[config.mk]
export PLATFORM = sky130hd
export DESIGN_NAME = imem_loader
export DESIGN_NICKNAME = d
export VERILOG_FILES = /design/src/rtl/imem_loader.sv
export SDC_FILE = /design/constraint.sdc
export NUM_CORES = 1
export LEC_CHECK = 0
export BUFFER_PORTS_ARGS = -buffer_cell sky130_fd_sc_hd__buf_2
export CORE_ASPECT_RATIO = 2
export CORE_MARGIN = 2
export CORE_UTILIZATION = 35
export CTS_CLUSTER_SIZE = 16
export DETAILED_ROUTE_END_ITERATION = 6
export SETUP_SLACK_MARGIN = 0.2
export SLEW_MARGIN = 20
export SYNTH_ARGS = -nofsm -noshare
export SYNTH_HDL_FRONTEND = slang
export SYNTH_SLANG_ARGS = --single-unit
[constraint.sdc]
create_clock -name clk -period 2.2 [get_ports clk]
set_input_delay 0.55 -clock clk [delete_from_list [all_inputs] [get_ports clk]]
set_output_delay 0.55 -clock clk [all_outputs]
set_load 0.005 [all_outputs]
[src/rtl/imem_loader.sv]
// Boot-time instruction-memory loader: assembles a big-endian byte stream into 16-bit words,
// writes them to consecutive addresses and keeps the CPU in reset until the program is in place.
module imem_loader #(
    parameter int unsigned ADDR_W = 8,
    parameter int unsigned DEPTH  = 256
) (
    input  logic              clk,
    input  logic              reset,
    input  logic [7:0]        rx_data,
    input  logic              rx_valid,
    output logic              rx_ready,
    output logic              we,
    output logic [ADDR_W-1:0] waddr,
    output logic [15:0]       wdata,
    output logic              cpu_hold,
    output logic              done,
    output logic              error,
    output logic [ADDR_W:0]   words_loaded
);

    typedef enum logic [2:0] {
        StLenHi,
        StLenLo,
        StDataHi,
        StDataLo,
        StWrite,
        StDone,
        StErr
    } state_t;

    state_t          state_q;
    logic [15:0]     len_q;
    logic [7:0]      hi_q;
    logic [15:0]     word_q;
    logic [ADDR_W:0] count_q;

    logic            accept;
    logic [15:0]     len_full;
    logic [ADDR_W:0] count_inc;

    assign accept    = rx_valid & rx_ready;
    assign len_full  = {len_q[15:8], rx_data};
    assign count_inc = count_q + (ADDR_W + 1)'(1);

    always_ff @(posedge clk) begin
        if (reset) begin
            state_q <= StLenHi;
            len_q   <= '0;
            hi_q    <= '0;
            word_q  <= '0;
            count_q <= '0;
        end else begin
            case (state_q)
                StLenHi: begin
                    if (accept) begin
                        len_q[15:8] <= rx_data;
                        state_q     <= StLenLo;
                    end
                end
                StLenLo: begin
                    if (accept) begin
                        len_q[7:0] <= rx_data;
                        if (len_full == 16'd0) begin
                            state_q <= StDone;
                        end else if (32'(len_full) > DEPTH) begin
                            state_q <= StErr;
                        end else begin
                            state_q <= StDataHi;
                        end
                    end
                end
                StDataHi: begin
                    if (accept) begin
                        hi_q    <= rx_data;
                        state_q <= StDataLo;
                    end
                end
                StDataLo: begin
                    // word_q only changes once both bytes are in, so wdata never shows a half word
                    if (accept) begin
                        word_q  <= {hi_q, rx_data};
                        state_q <= StWrite;
                    end
                end
                StWrite: begin
                    count_q <= count_inc;
                    if (32'(count_inc) == 32'(len_q)) begin
                        state_q <= StDone;
                    end else begin
                        state_q <= StDataHi;
                    end
                end
                StDone, StErr: ;
                default: state_q <= StLenHi;
            endcase
        end
    end

    assign rx_ready = (state_q == StLenHi) || (state_q == StLenLo) ||
                      (state_q == StDataHi) || (state_q == StDataLo);
    // Reset wins over a pending write so the memory never captures on a reset edge.
    assign we           = (state_q == StWrite) && !reset;
    assign waddr        = count_q[ADDR_W-1:0];
    assign wdata        = word_q;
    assign cpu_hold     = (state_q != StDone);
    assign done         = (state_q == StDone);
    assign error        = (state_q == StErr);
    assign words_loaded = count_q;

endmodule

==> impl_results.md <==
- Ranking of synthesized cells by area: dfxtp_1 44%, nand2_1 12%, a21oi_1 8.1%, mux2i_1 3.8%, xnor2_1 3.7%
- # nets final: around 360
- Cells after synthesis: between 200 and 300
- Yosys top cell by area: dfxtp_1
- CP peak stage delay: 0.45 ns
- Worst-path cell chain: nand4_2, o41ai_1, mux2i_1, nor4b_2, a21oi_1, o21ba_1
- Worst min path class: reg -> reg
- Met3 Use GR: 0.03879
- Sequential area share after synthesis: 0.4426
- EDFF count, synth: 0
- CP endpoint kind: register
- DRC Markers: 0
- CP startpoint: words_loaded[6]
- Netlist cell types: 40
- Global-route wire length before repair: 9397 um
- CP Data Arrival Time: around 2.1 ns
- Placed insts: between 400 and 500
- Routed len/inst: about 14 um
- Hold buffers post-CTS: 0
- Worst Hold Launch: hi_q[0]
- Post-DP HPWL: ~4400 um
- Crit path kind: reg -> reg
- FF+latch count, synth: 52
- Area growth syn-to-layout: 22.71%
- Clock sink total: 52
- Global placement routability congestion: around 0.83
- Die Wd: 61.97 um
- Post-CTS Setup Repair Bufs: 0
- Tightest Pin Transition: between 0.6 and 0.7 ns
- CTS Root Cell: clkbuf_16
- CTS tree: built
- Final ANT Viol Nets: 0
- Row count: 42
- Synth async-reset ratio: 0
- Clock transition at path regs: about 0.070 ns
- Post-Route WL: just under 6000 um
- Vias: around 2100
- N_diodes: 0
- Syn Std Cell Area: roughly 2400 um2
- GRT Util Overall: 0.1728
- Hold violation count in the final report: 0
- Clock Latency Late Sink: 0.29 ns
- Max_cap viols: 0
- IO Port Bufs: 48
- Syn_nets: 309
- Final cell count without fillers: about 430
- Vias in the first global route: slightly below 2000
- Top cells by count, synth: 77 x nand2_1, 52 x dfxtp_1, 38 x a21oi_1
- Filler Cells Inserted: between 600 and 700
- Slew Viols, Final: 0
- Met2 global-route usage: 0.2988
- Period utilization: 0.8769
- Unrepaired setup endpoints after global routing: yes
- CP required: approximately 2.4 ns
- Ratio of cells with drive above 1 in the final layout: 0.2464
- Avg Inst Size Synth: between 7 and 8 um2
- Peak VDD IR: 0.5749 mV
- Cell Pwr Density: around 690 nW/um2
- Share of the synthesized area in the top cell type: 0.4426
- CP max FO: 7
- Starting Density: 0.3581
- Pre-Repair DR Iteration Count: 4
- Most Crowded Layer GR: met2
- Reg2reg start: words_loaded[6]
- Iteration-0 DRC Markers: 66
- Min cycle time layout: about 1.9 ns
- Setup violations, final: 0
- Footprint of the multi-input gates: 1204 um2
- Main synth FF type: dfxtp_1
- Status: finished, final reports clean
- H-tree depth: 2
- Skew final: 0.002870 ns
- Vias/cell: between 4 and 5
- Initial antenna violation count: 0
- CTS max path bufs: 2
- Num ports: about 50
- Core area: 6569 um2
- Max transition margin: 0.5456
- Crit path launch type: register
- Die ar.: between 7000 and 8000 um2
- Met1 Resource Use GR: 0.1816
- Hold_ws: roughly 0.45 ns
- Storage cell area: roughly 1000 um2
- Final TNS setup: 0 ns
- Total CTS buffers: 5
- Global route overflow: 0
- Chip height: ~120 um
- Critical-path top delay cell: dfxtp_1
- Synth Warn #: 0
- Largest net degree at the start of global routing: 53
- Pleak: around 1.1 nW
- Max Freq: between 500 and 600 MHz
- Most frequent cell after synthesis: nand2_1
==> metal layers <==
metal	up-vias	routed length, um
met5	-	0
met4	0	222
met3	15	187
met2	47	3336
met1	991	2160
li1	1083	-
==> what timing repair did <==
action,in CTS,in global routing
gates resized for setup,3,6
setup endpoints to repair,1,4
pin swaps,0,1
==> final cells by class <==
| type | count | share of cell area |
|---|---|---|
| clock buffer | 5 | 0.04335 |
| sequential | 52 | 0.3619 |
| clock inverter | 3 | 0.009536 |
| inverter | 4 | 0.005202 |
| timing repair buffer | 64 | 0.1248 |
| tap | 88 | 0.03814 |
| multi-input combinational | 217 | 0.4170 |
==> power breakdown <==
group	internal (mW)	switching [mW]	total, mW	leakage [nW]
sequential	0.971	0.0258	0.997	0.422
combinational	0.0761	0.113	0.189	0.656
clock	0.432	0.366	0.798	0.0719
==> cell usage in the layout (no fill, tap or decap), types with 2 or more instances in the layout <==
| cell | Yosys | layout |
|---|---|---|
| nand2_1 | 77 | 77 |
| dfxtp_1 | 52 | 49 |
| buf_2 | 3 | 48 |
| a21oi_1 | 38 | 38 |
| nor2_1 | 18 | 17 |
| buf_4 | 8 | 16 |
| xnor2_1 | 10 | 10 |
| mux2i_1 | 9 | 9 |
| nand3_1 | 7 | 6 |
| xor2_1 | 6 | 6 |
| or3_1 | 6 | 5 |
| nor3_1 | 5 | 5 |
| o21ai_0 | 5 | 5 |
| clkbuf_16 | 0 | 5 |
| nor2b_1 | 3 | 3 |
| inv_1 | 3 | 3 |
| o21ai_1 | 3 | 3 |
| nor4_1 | 3 | 3 |
| dfxtp_2 | 0 | 3 |
| nor2_2 | 1 | 2 |
| nor3b_1 | 2 | 2 |
| and2_1 | 2 | 2 |
| o41ai_1 | 2 | 2 |
| or4_1 | 2 | 2 |
| a31oi_1 | 2 | 2 |
| nor4b_2 | 1 | 2 |
==> worst max-delay path, delay by kind of cell, from the launching register on <==
kind,cells,cell delay [ns]
simple gates,2,0.58
flops,1,0.45
mux,1,0.15
compound gates,3,0.64
==> sequential cells by signal (all words and copies together), names as in the netlist <==
signal / cells
state_q: 3
wdata: 16
words_loaded: 9
len_q: 16
hi_q: 8
==> through the flow <==
stage | instance area (um2) | util | power [mW] | setup slack [ns]
2_1_floorplan | 2352 | - | 1.131 | 0.4275
6_report | 2887 | 0.4394 | 1.983 | 0.2708
3_5_place_dp | 2699 | 0.4109 | 1.205 | 0.1442
4_1_cts | 2860 | 0.4354 | 2.010 | 0.2058
5_1_grt | 2887 | 0.4394 | 2.071 | 0.1618
3_3_place_gp | 2699 | 0.4109 | 1.201 | 0.1445
==> final timing paths <==
check	cells past startpoint	slack [ns]	endpoint
worst max-delay path	6	0.27	state_q[1]
worst min register to register	2	0.45	wdata[8]
worst max register to register	6	0.27	state_q[1]
worst min-delay path	2	0.45	wdata[8]
==> cell families after synthesis <==
group                    after synthesis  synth area share
AO/OA/AOI/OAI                         55            0.1282
XOR/XNOR                              16           0.05957
adder cells (fa/ha/maj)                1          0.005318
buffers and inverters                 28           0.05904
flip-flops                            52            0.4426
multiplexers                           9           0.03830
AND/OR/NAND/NOR                      136            0.2670
No activity file was read; power rests on OpenSTA's default activity.
